`config.mk`:
```
export PLATFORM = sky130hd
export DESIGN_NAME = el2_lsu_mpu_check
export DESIGN_NICKNAME = d
export VERILOG_FILES = /design/src/rtl/el2_pkg.sv /design/src/rtl/el2_mpu_region_match.sv /design/src/rtl/el2_lsu_mpu_check.sv
export SDC_FILE = /design/constraint.sdc
export NUM_CORES = 1
export LEC_CHECK = 0
export CAP_MARGIN = 20
export CORE_UTILIZATION = 55
export CTS_CLUSTER_SIZE = 14
export DETAILED_ROUTE_END_ITERATION = 16
export PLACE_DENSITY = 0.83
export SYNTH_ARGS = -nofsm -noshare
export SYNTH_HDL_FRONTEND = slang
export SYNTH_SLANG_ARGS = --single-unit
export TNS_END_PERCENT = 5
```
`constraint.sdc`:
```
create_clock -name clk -period 3.9 [get_ports clk]
set_clock_uncertainty 0.15 [all_clocks]
set_input_delay 0.585 -clock clk [delete_from_list [all_inputs] [get_ports clk]]
set_output_delay 0.585 -clock clk [all_outputs]
set_load 0.02 [all_outputs]
```
`src/rtl/el2_pkg.sv`:
```
// Shared types and constants for the LSU data-access MPU checker.
package el2_pkg;

  // One run-time programmable access region
  typedef struct packed {
    logic [31:0] base;
    logic [31:0] mask;   // 1 = don't-care address bit
    logic        ena;
    logic        wperm;
    logic        lock;   // sticky until reset
  } el2_mpu_region_t;

  // Verdict carried from d into m (address kept for fault capture)
  typedef struct packed {
    logic        valid;
    logic        access_fault;
    logic        misaligned_fault;
    logic [3:0]  mscause;
    logic [31:0] addr;
  } el2_mpu_verdict_t;

  localparam logic [3:0] MSC_NONE        = 4'd0;
  localparam logic [3:0] MSC_MISALIGN_SE = 4'd1;
  localparam logic [3:0] MSC_REGCROSS    = 4'd2;
  localparam logic [3:0] MSC_MPU         = 4'd3;
  localparam logic [3:0] MSC_WPERM       = 4'd7;

  // Half needs addr[0] clear, word needs addr[1:0] clear
  function automatic logic is_unaligned(input logic [1:0] size, input logic [1:0] lsb);
    is_unaligned = (size == 2'd1) ? lsb[0] :
                   (size == 2'd2) ? (lsb != 2'b00) : 1'b0;
  endfunction

endpackage

```
`src/rtl/el2_mpu_region_match.sv`:
```
// One address against the whole region table: any-hit plus the write
// permission of the lowest-numbered matching region.
module el2_mpu_region_match
  import el2_pkg::*;
#(
  parameter int NUM_REGIONS = 8
) (
  input  el2_mpu_region_t [NUM_REGIONS-1:0] regions,
  input  logic [31:0]                       addr,
  output logic                              hit,
  output logic                              wperm
);

  logic [NUM_REGIONS-1:0] match;

  for (genvar i = 0; i < NUM_REGIONS; i++) begin : g_match
    assign match[i] = regions[i].ena &
                      ((addr | regions[i].mask) == (regions[i].base | regions[i].mask));
  end

  // Walk high to low so the lowest matching index has the last word on wperm
  always_comb begin
    hit   = |match;
    wperm = 1'b0;
    for (int i = NUM_REGIONS - 1; i >= 0; i--) begin
      if (match[i]) wperm = regions[i].wperm;
    end
  end

endmodule

```
`src/rtl/el2_lsu_mpu_check.sv`:
```
// LSU data-access checker: programmable region table, d-stage verdict
// registered into m, first-fault capture and optional saturating fault
// counter (enabled by RV_MPU_FAULT_CNT_EN; otherwise fault_cnt reads 0).
module el2_lsu_mpu_check
  import el2_pkg::*;
#(
  parameter int NUM_REGIONS = 8,
  parameter int IDX_W       = (NUM_REGIONS > 1) ? $clog2(NUM_REGIONS) : 1,
  parameter int CNT_W       = 8
) (
  input  logic              clk,
  input  logic              rst_l,
  input  logic              csr_wr_en,
  input  logic [IDX_W-1:0]  csr_wr_idx,
  input  logic [31:0]       csr_wr_base,
  input  logic [31:0]       csr_wr_mask,
  input  logic              csr_wr_ena,
  input  logic              csr_wr_wperm,
  input  logic              csr_wr_lock,
  input  logic              req_valid_d,
  input  logic [31:0]       req_start_addr_d,
  input  logic [31:0]       req_end_addr_d,
  input  logic [1:0]        req_size_d,
  input  logic              req_store_d,
  input  logic              req_dma_d,
  input  logic              req_internal_d,
  input  logic              req_sideeffect_d,
  input  logic              stall_m,
  output logic              chk_valid_m,
  output logic              access_fault_m,
  output logic              misaligned_fault_m,
  output logic [3:0]        exc_mscause_m,
  input  logic              fault_cap_clr,
  output logic              fault_cap_valid,
  output logic [31:0]       fault_cap_addr,
  output logic [3:0]        fault_cap_cause,
  output logic [CNT_W-1:0]  fault_cnt
);

  el2_mpu_region_t [NUM_REGIONS-1:0] regions;
  el2_mpu_verdict_t                  vd, vm;

  // ---------------- region table ----------------
  for (genvar i = 0; i < NUM_REGIONS; i++) begin : g_region
    logic wr_hit;
    assign wr_hit = csr_wr_en & (32'(csr_wr_idx) == i) & ~regions[i].lock;

    // Entry updates unless locked; out-of-range indices never match any i
    always_ff @(posedge clk or negedge rst_l) begin
      if (!rst_l) begin
        regions[i] <= '0;
      end else if (wr_hit) begin
        regions[i].base  <= csr_wr_base;
        regions[i].mask  <= csr_wr_mask;
        regions[i].ena   <= csr_wr_ena;
        regions[i].wperm <= csr_wr_wperm;
        regions[i].lock  <= csr_wr_lock;
      end
    end
  end

  // ---------------- d-stage check ----------------
  logic start_hit, start_wperm, end_hit, end_wperm;

  el2_mpu_region_match #(.NUM_REGIONS(NUM_REGIONS)) u_match_start (
    .regions (regions),
    .addr    (req_start_addr_d),
    .hit     (start_hit),
    .wperm   (start_wperm)
  );

  el2_mpu_region_match #(.NUM_REGIONS(NUM_REGIONS)) u_match_end (
    .regions (regions),
    .addr    (req_end_addr_d),
    .hit     (end_hit),
    .wperm   (end_wperm)
  );

  logic any_ena;
  logic chk_en, tbl_en;
  logic regcross, se_unaligned, mpu_miss, wperm_viol;

  always_comb begin
    any_ena = 1'b0;
    for (int i = 0; i < NUM_REGIONS; i++) any_ena |= regions[i].ena;
  end

  // Combinational fault decode; table reads see the pre-write contents
  always_comb begin
    chk_en       = req_valid_d & ~req_dma_d;
    // An empty table means everything is permitted
    tbl_en       = chk_en & ~req_internal_d & any_ena;
    regcross     = chk_en & (req_start_addr_d[31:28] != req_end_addr_d[31:28]);
    se_unaligned = chk_en & req_sideeffect_d & ~req_internal_d &
                   is_unaligned(req_size_d, req_start_addr_d[1:0]);
    mpu_miss     = tbl_en & ~(start_hit & end_hit);
    wperm_viol   = tbl_en & start_hit & end_hit & req_store_d & ~(start_wperm & end_wperm);

    vd                  = '0;
    vd.valid            = req_valid_d;
    vd.addr             = req_start_addr_d;
    vd.misaligned_fault = regcross | se_unaligned;
    vd.access_fault     = mpu_miss | wperm_viol;
    if      (regcross)     vd.mscause = MSC_REGCROSS;
    else if (se_unaligned) vd.mscause = MSC_MISALIGN_SE;
    else if (mpu_miss)     vd.mscause = MSC_MPU;
    else if (wperm_viol)   vd.mscause = MSC_WPERM;
    else                   vd.mscause = MSC_NONE;
  end

  // ---------------- m stage ----------------
  // Verdict register, frozen while m is stalled
  always_ff @(posedge clk or negedge rst_l) begin
    if (!rst_l)        vm <= '0;
    else if (!stall_m) vm <= vd;
  end

  assign chk_valid_m        = vm.valid;
  assign access_fault_m     = vm.access_fault;
  assign misaligned_fault_m = vm.misaligned_fault;
  assign exc_mscause_m      = vm.mscause;

  // ---------------- fault capture ----------------
  logic cap_ev;
  assign cap_ev = vm.valid & ~stall_m & (vm.access_fault | vm.misaligned_fault);

  // First fault sticks; a clear coinciding with a new fault reloads it
  always_ff @(posedge clk or negedge rst_l) begin
    if (!rst_l) begin
      fault_cap_valid <= 1'b0;
      fault_cap_addr  <= '0;
      fault_cap_cause <= '0;
    end else if (cap_ev && (!fault_cap_valid || fault_cap_clr)) begin
      fault_cap_valid <= 1'b1;
      fault_cap_addr  <= vm.addr;
      fault_cap_cause <= vm.mscause;
    end else if (fault_cap_clr) begin
      fault_cap_valid <= 1'b0;
    end
  end

`ifdef RV_MPU_FAULT_CNT_EN
  logic [CNT_W-1:0] cnt_q;

  // Saturating count of every capture-qualified fault
  always_ff @(posedge clk or negedge rst_l) begin
    if (!rst_l)                       cnt_q <= '0;
    else if (cap_ev && (cnt_q != '1)) cnt_q <= cnt_q + CNT_W'(1);
  end

  assign fault_cnt = cnt_q;
`else
  assign fault_cnt = '0;
`endif

endmodule

```
==> results of run 1 <==
## registers in the layout, indices dropped and copies added (netlist names)
signal / flops
regions: 536
misaligned_fault_m: 1
exc_mscause_m: 3
fault_cap_addr: 32
fault_cap_valid: 1
access_fault_m: 1
chk_valid_m: 1
vm: 32
fault_cap_cause: 3
## worst max-delay path, cell delays in order
cell and delay (ns):
sky130_fd_sc_hd__clkdlybuf4s50_1 0.49, sky130_fd_sc_hd__xnor2_1 0.26, sky130_fd_sc_hd__o22ai_1 0.35, sky130_fd_sc_hd__nor3_1 0.33, sky130_fd_sc_hd__o221ai_1 0.25, sky130_fd_sc_hd__or4_4 0.66, sky130_fd_sc_hd__mux2_2 0.31, sky130_fd_sc_hd__o21a_1 0.22
sky130_fd_sc_hd__a2111oi_4 0.50, sky130_fd_sc_hd__o21ai_0 0.20, sky130_fd_sc_hd__o21a_1 0.15
## area by class of cell
class | count | area, um^2 | share of cell area [%]
Antenna cell | 12 | 30.0 | 0.0758
Clock buffer | 97 | 2000 | 5.05
Clock inverter | 18 | 310 | 0.783
Inverter | 13 | 48.8 | 0.123
Multi-Input combinational cell | 1895 | 15600 | 39.3
Sequential cell | 610 | 15300 | 38.5
Tap cell | 756 | 946 | 2.39
Timing Repair Buffer | 575 | 5450 | 13.8
## per-layer routing
metal | vias up | part of all wire [%] | GRT usage (%)
met4 | 4 | 11 | 49.3
li1 | 10800 | - | -
met1 | 13900 | 33 | 64.9
met3 | 838 | 15 | 22.0
met2 | 2616 | 41 | 76.1
met5 | - | 0.017 | 0
## power groups by stage
stage / clock network (mW) / registers, mW / logic, mW
after floorplan: 0 / 10.1 / 4.73
after global placement: 0 / 10.8 / 8.74
after CTS: 6.76 / 10.9 / 9.01
after detailed placement: 0 / 11.0 / 8.91
after global routing: 7.04 / 11.2 / 9.73
final: 6.81 / 11.1 / 9.55
## kinds of logic (layout without fill, tap and decap cells)
kind of cell           Yosys count  in the layout  synth area share (%)
AND/OR/NAND/NOR                685            685                  12.7
AO/OA/AOI/OAI                  353            353                  7.81
XOR/XNOR                       254            254                  7.13
other                            1             22                0.0120
flip-flops                     610            610                  48.8
buffers and inverters          158            703                  2.27
multiplexers                   593            593                  21.3
## stage by stage
step           std cells  setup TNS (ns)
2_1_floorplan       2663               0
3_3_place_gp        3848           -2.77
3_5_place_dp        3848           -2.71
4_1_cts             3964               0
5_1_grt             3964               0
6_report            3976          -0.115
## cells in the final DEF (no fill, tap or decap), drive strengths merged, types with 17 or more instances in the layout
cell type      synthesis  routed
dfrtp                610     610
mux2                 592     592
buf                   70     389
nor3b                249     249
xnor2                248     248
nor2                 235     235
clkdlybuf4s50          0     183
clkbuf                75      97
o22ai                 92      92
a22oi                 71      71
a21oi                 69      69
nor4                  49      49
nand4                 41      41
nand2                 25      25
nand3                 17      17
or4                   17      17
## repair_timing
item,in CTS,in global routing
endpoints found under the hold margin,1,0
hold buffers,1,0
endpoints found under the setup margin,2,3
resized for setup,9,19
pin swaps,0,7
## worst max-delay path by stage
stage | endpoint | depth (start not counted) | slack [ns]
3_5_place_dp | exc_mscause_m[0] | 13 | -0.78
2_1_floorplan | exc_mscause_m[0] | 11 | 0.61
5_1_grt | exc_mscause_m[0] | 13 | 0.02
3_3_place_gp | exc_mscause_m[1] | 13 | -0.80
4_1_cts | exc_mscause_m[0] | 12 | 0.03
6_report | exc_mscause_m[1] | 11 | -0.06
==> impl_summary.log, run 1 <==
[metrics] run status: complete, but fails checks
[metrics] failing checks: negative setup slack
[metrics] Residual DRC: 0
[metrics] Core Area: 56300 um^2
[metrics] finished layout cell area: 39600 um^2
[metrics] DIE AREA: 57900 um^2
[metrics] area of the mapped netlist: 31300 um^2
[metrics] area of placed instances: 37100 um^2
[metrics] clock slew at reported path FFs: 0.06 ns
[metrics] Worst setup startpoint: req_start_addr_d[7]
[metrics] worst vdd ir: 0.467 mV
[metrics] final period utilization: 102%
[metrics] sink count of the clock tree: 610
[metrics] insertion delay of the later-clocked pin in the worst-skew pair: 0.64 ns
[metrics] Routed WL per cell: 39.4 um
[metrics] Synth area leader: sky130_fd_sc_hd__dfrtp_1
[metrics] Logic pwr share: 34.7%
[metrics] cell count after synthesis: 2654
[metrics] post-CTS repair timing setup buffer count: 0
[metrics] worst reg2reg startpoint: regions[461]
[metrics] number of I/O port buffers: 187
[metrics] final-layout worst hold slack: 0.282 ns
[metrics] Final #Nets: 3309
[metrics] DIE HEIGHT: 241 um
[metrics] hold path endpoint: exc_mscause_m[2]
[metrics] sum of overflow across all layers after global routing: 0
[metrics] I/O pins: 198
[metrics] total leakage power: 16.1 nW
[metrics] register-to-register setup slack: -0.04 ns
[metrics] DRC marker count from the first detailed-route iteration: 4790
[metrics] top-area cell type share of the netlist area: 48.8%
[metrics] Worst setup SP type: primary input
[metrics] RSZ-0062 raised after global routing: false
[metrics] Sw Ratio: 38.5%
[metrics] initial antenna violation count: 21
[metrics] Synth warnings: 0
[metrics] average size of a mapped cell: 11.8 um^2
[metrics] Power, Total: 27.5 mW
[metrics] placed wire-length estimate: 117000 um
[metrics] highest achievable clock rate: 252 MHz
[metrics] count of max-cap constraint violations: 0
[metrics] kind of end point of the critical path: register
[metrics] via count normalized by instance count: 7.08
[metrics] post-synth cell types: 65
[metrics] slew of the pin with the lowest slew margin: 1.24 ns
[metrics] share of final-layout standard cells stronger than drive strength 1: 35.1%
[metrics] fin. max-slew vios: 0
[metrics] Clock H-tree levels: 3
[metrics] source of the worst hold timing path: stall_m
[metrics] Internal: 16.9 mW
[metrics] Die X-Extent: 241 um
[metrics] worst setup slack after layout: -0.0617 ns
[metrics] Primary FF master, synth: sky130_fd_sc_hd__dfrtp_1
[metrics] number of buffers on the longest clock path: 3
[metrics] cell row count: 87
[metrics] switching power summed over all nets: 10.6 mW
[metrics] final core utilization: 70.4%
[metrics] r2r endpoint: exc_mscause_m[1]
[metrics] Starting Density: 55.6%
[metrics] number of enable flip-flop cells after synthesis: 0
[metrics] RD Place Congestion: 1.18
[metrics] global-route wire length before repair: 213000 um
[metrics] worst endpoint data arrival time: 4.33 ns
[metrics] Tot GR Track Use: 54.7%
[metrics] flip-flop and latch count after synthesis: 610
[metrics] R2R depth: 11
[metrics] maximum number of pins on one net before global-route repair: 105
[metrics] vias in the first global route: 27200
[metrics] share of synthesized flip-flops with an asynchronous set or reset: 100%
[metrics] WHS Path Cells: 3
[metrics] first-pass iteration count of the detailed router: 10
[metrics] Req. time, crit path: 4.27 ns
[metrics] post-layout minimum cycle time: 3.96 ns
[metrics] critical-path maximum fanout: 3
[metrics] final hold violation count: 0
[metrics] WL final: 157000 um
[metrics] type of the setup path with the least slack: primary input to register
[metrics] Power per Cell Area: 694 nW/um^2
[metrics] Area Overhead vs Synth: 26.5%
[metrics] dominant cells by area after synthesis: sky130_fd_sc_hd__dfrtp_1, sky130_fd_sc_hd__mux2_2, sky130_fd_sc_hd__xnor2_1
[metrics] clock tree root buffer cell: sky130_fd_sc_hd__clkbuf_16
[metrics] Filler cells: 4054
[metrics] power share of the clock group: 24.8%
[metrics] final setup violation count: 2
[metrics] worst setup slack after placement: -0.782 ns
[metrics] share of power burned in registers: 40.5%
[metrics] CTS tree: built
[metrics] sequential share of the synthesized area: 48.8%
[metrics] most frequent cell after synthesis: sky130_fd_sc_hd__dfrtp_1
[metrics] Inserted Clock Buffers: 68
[metrics] Antenna Nets Post-Route: 0
[metrics] Via Count: 28100
[metrics] Post-synth top cells: sky130_fd_sc_hd__dfrtp_1, sky130_fd_sc_hd__mux2_2, sky130_fd_sc_hd__nor3b_1
[metrics] classification of the worst-slack hold path: primary input to register
[metrics] headroom to the max-slew limit: 17.6%
(Power assumes the default switching activity.)
==> run 2, diff against run 1 <==
CTS_BUF_LIST = sky130_fd_sc_hd__clkbuf_8   (was default)
==> run 2 against run 1 <==
The flow still finishes with violations (negative setup slack). Clock power decreased by 13%. Utilization decreased by 0.45 points. Register-to-register slack got worse by 0.08 ns. Maximum frequency decreased by 1.5%. Cell area decreased by 0.63%. Power decreased by 3.3%. Sequential power about the same. Critical path depth increased by 2.
==> impl_summary.log, run 2 (same netlist as run 1, synthesis figures left out) <==
[metrics] Via Count: 28300 (was 28100)
[metrics] area of placed instances: 37100 um^2 (unchanged)
[metrics] Worst setup SP type: primary input (unchanged)
[metrics] Antenna Nets Post-Route: 0 (unchanged)
[metrics] Final #Nets: 3344 (was 3309)
[metrics] type of the setup path with the least slack: primary input to register (unchanged)
[metrics] biggest registers after layout: regions x536, fault_cap_addr x32, vm x32 (unchanged)
[metrics] clock slew at reported path FFs: 0.06 ns (about the same)
[metrics] final setup violation count: 3 (was 2)
[metrics] cell-by-cell trace of the critical path: clkdlybuf4s50_1 -> buf_4 -> buf_4 -> nor3b_1 -> a211oi_1 -> nand3_1 -> nor2_1 -> nand4_1 -> mux2_2 -> o21a_1 -> a2111oi_4 -> o21ai_1 -> a22o_1 (was clkdlybuf4s50_1 -> xnor2_1 -> o22ai_1 -> nor3_1 -> o221ai_1 -> or4_4 -> mux2_2 -> o21a_1 -> a2111oi_4 -> o21ai_0 -> o21a_1)
[metrics] sum of overflow across all layers after global routing: 0 (unchanged)
[metrics] slew of the pin with the lowest slew margin: 1.12 ns (was 1.24 ns)
[metrics] Power per Cell Area: 676 nW/um^2 (was 694 nW/um^2)
[metrics] classification of the worst-slack hold path: primary input to register (unchanged)
[metrics] worst setup slack after layout: -0.122 ns (was -0.0617 ns)
[metrics] Core Area: 56300 um^2 (unchanged)
[metrics] kind of end point of the critical path: register (unchanged)
[metrics] CTS tree: built (unchanged)
[metrics] DIE AREA: 57900 um^2 (unchanged)
[metrics] delay-heaviest family, CP: compound AO/OA/AOI/OAI gates (unchanged)
[metrics] number of buffers on the longest clock path: 3 (unchanged)
[metrics] worst reg2reg startpoint: regions[127] (was regions[461])
[metrics] critical-path maximum fanout: 10 (was 3)
[metrics] clock tree root buffer cell: sky130_fd_sc_hd__clkbuf_8 (was sky130_fd_sc_hd__clkbuf_16)
[metrics] Cell Count, Final, Fillers Out: 4045 (was 3976)
[metrics] first-pass iteration count of the detailed router: 6 (was 10)
[metrics] DRC marker count from the first detailed-route iteration: 4705 (was 4790)
[metrics] Die X-Extent: 241 um (unchanged)
[metrics] maximum number of pins on one net before global-route repair: 105 (unchanged)
[metrics] failing checks: negative setup slack (unchanged)
[metrics] Inserted Clock Buffers: 101 (was 68)
[metrics] Reg with most FFs: regions (unchanged)
[metrics] Req. time, crit path: 4.35 ns (was 4.27 ns)
[metrics] Routed WL per cell: 38.8 um (was 39.4 um)
[metrics] WL final: 157000 um (about the same)
[metrics] highest achievable clock rate: 249 MHz (was 252 MHz)
[metrics] Tot GR Track Use: 54.7% (about the same)
[metrics] source of the worst hold timing path: stall_m (unchanged)
[metrics] cell row count: 87 (unchanged)
[metrics] count of max-cap constraint violations: 0 (unchanged)
[metrics] Clock H-tree levels: 3 (unchanged)
[metrics] placed wire-length estimate: 117000 um (unchanged)
[metrics] most frequent standard cell in the layout excluding fill and tap cells: sky130_fd_sc_hd__dfrtp_1 (unchanged)
[metrics] finished layout cell area: 39400 um^2 (was 39600 um^2)
[metrics] insertion delay of the later-clocked pin in the worst-skew pair: 0.74 ns (was 0.64 ns)
[metrics] I/O pins: 198 (unchanged)
[metrics] vias in the first global route: 27400 (was 27200)
[metrics] Critical Path Slowest Stage Cell: sky130_fd_sc_hd__a211oi_1 (was sky130_fd_sc_hd__or4_4)
[metrics] via count normalized by instance count: 6.99 (was 7.08)
[metrics] worst endpoint data arrival time: 4.47 ns (was 4.33 ns)
[metrics] Worst setup startpoint: req_start_addr_d[30] (was req_start_addr_d[7])
[metrics] RD Place Congestion: 1.18 (unchanged)
[metrics] run status: complete, but fails checks (unchanged)
[metrics] post-layout minimum cycle time: 4.02 ns (was 3.96 ns)
[metrics] final-layout worst hold slack: 0.203 ns (was 0.282 ns)
[metrics] Crit path top cell by count: sky130_fd_sc_hd__buf_4 (was sky130_fd_sc_hd__o21a_1)
[metrics] share of final-layout standard cells stronger than drive strength 1: 35.6% (was 35.1%)
[metrics] Residual DRC: 0 (unchanged)
[metrics] Starting Density: 55.6% (unchanged)
[metrics] headroom to the max-slew limit: 25.1% (was 17.6%)
[metrics] final period utilization: 103% (was 102%)
[metrics] global-route wire length before repair: 212000 um (was 213000 um)
[metrics] most frequent cells in the layout: sky130_fd_sc_hd__dfrtp_1, sky130_fd_sc_hd__mux2_2, sky130_fd_sc_hd__buf_4, sky130_fd_sc_hd__nor3b_1, sky130_fd_sc_hd__xnor2_1 (unchanged)
[metrics] number of flip-flops under the largest register name: 536 (unchanged)
[metrics] worst vdd ir: 0.424 mV (was 0.467 mV)
[metrics] initial antenna violation count: 28 (was 21)
[metrics] fin. max-slew vios: 0 (unchanged)
[metrics] total leakage power: 16.2 nW (was 16.1 nW)
[metrics] DIE HEIGHT: 241 um (unchanged)
[metrics] Area Overhead vs Synth: 25.7% (was 26.5%)
[metrics] sink count of the clock tree: 610 (unchanged)
[metrics] post-CTS repair timing setup buffer count: 0 (unchanged)
[metrics] largest incremental delay on the critical path: 0.58 ns (was 0.66 ns)
[metrics] final hold violation count: 0 (unchanged)
[metrics] RSZ-0062 raised after global routing: false (unchanged)
[metrics] Placed Instances: 3848 (unchanged)
[metrics] number of I/O port buffers: 187 (unchanged)
[metrics] Buf/Inv on CP: 3 (was 1)
[metrics] worst setup slack after placement: -0.782 ns (unchanged)
## run 2: final timing paths
check | slack, ns | depth (start not counted) | to
min in group asynchronous | 0.42 | 2 | vm[6]
worst min-delay path | 0.20 | 3 | exc_mscause_m[2]
max in group asynchronous | 2.10 | 3 | regions[194]
worst max register to register | -0.12 | 10 | exc_mscause_m[0]
worst min register to register | 0.34 | 1 | regions[268]
worst max-delay path | -0.12 | 13 | exc_mscause_m[0]
## run 2: power by group
group          internal (mW)  switching [mW]  total [mW]
logic                   4.54            5.02        9.56
clock network           3.16            2.75        5.91
registers               8.35            2.79        11.1
## run 2: routing by layer
| layer | wire length (um) | vias up | part of all wire, % | GRT usage [%] |
|---|---|---|---|---|
| li1 | - | 10900 | - | - |
| met1 | 53100 | 14000 | 34 | 64.3 |
| met2 | 63300 | 2619 | 40 | 76.4 |
| met3 | 23000 | 831 | 15 | 22.4 |
| met4 | 17700 | 10 | 11 | 49.1 |
| met5 | 61 | - | 0.039 | 0 |
## run 2: cell type report
cell class | count | area, um^2
Timing Repair Buffer | 577 | 5470
Sequential cell | 610 | 15300
Tap cell | 756 | 946
Inverter | 13 | 48.8
Antenna cell | 17 | 42.5
Fill cell | 4136 | 16900
Clock inverter | 51 | 330
Clock buffer | 126 | 1730
Multi-Input combinational cell | 1895 | 15500
## run 2: repair_timing
item | in CTS | in global routing
hold buffers | 1 | 0
cloned | 0 | 0
resized for setup | 2 | 19
endpoints found under the hold margin | 89 | 0
pin swaps | 0 | 3
setup endpoints to repair | 2 | 3
## run 2: per-stage QoR
stage	utilization, %	power [mW]	setup TNS (ns)
2_1_floorplan	-	14.8	0
3_3_place_gp	65.9	19.6	-2.77
3_5_place_dp	65.9	19.9	-2.71
4_1_cts	69.6	25.8	0
5_1_grt	69.9	27.1	0
6_report	69.9	26.6	-0.227
## run 2: tightest hold or removal path, cell delays in order
cell and delay (ns):
sky130_fd_sc_hd__buf_2 0.23, sky130_fd_sc_hd__nand2_1 0.13, sky130_fd_sc_hd__o31ai_1 0.07
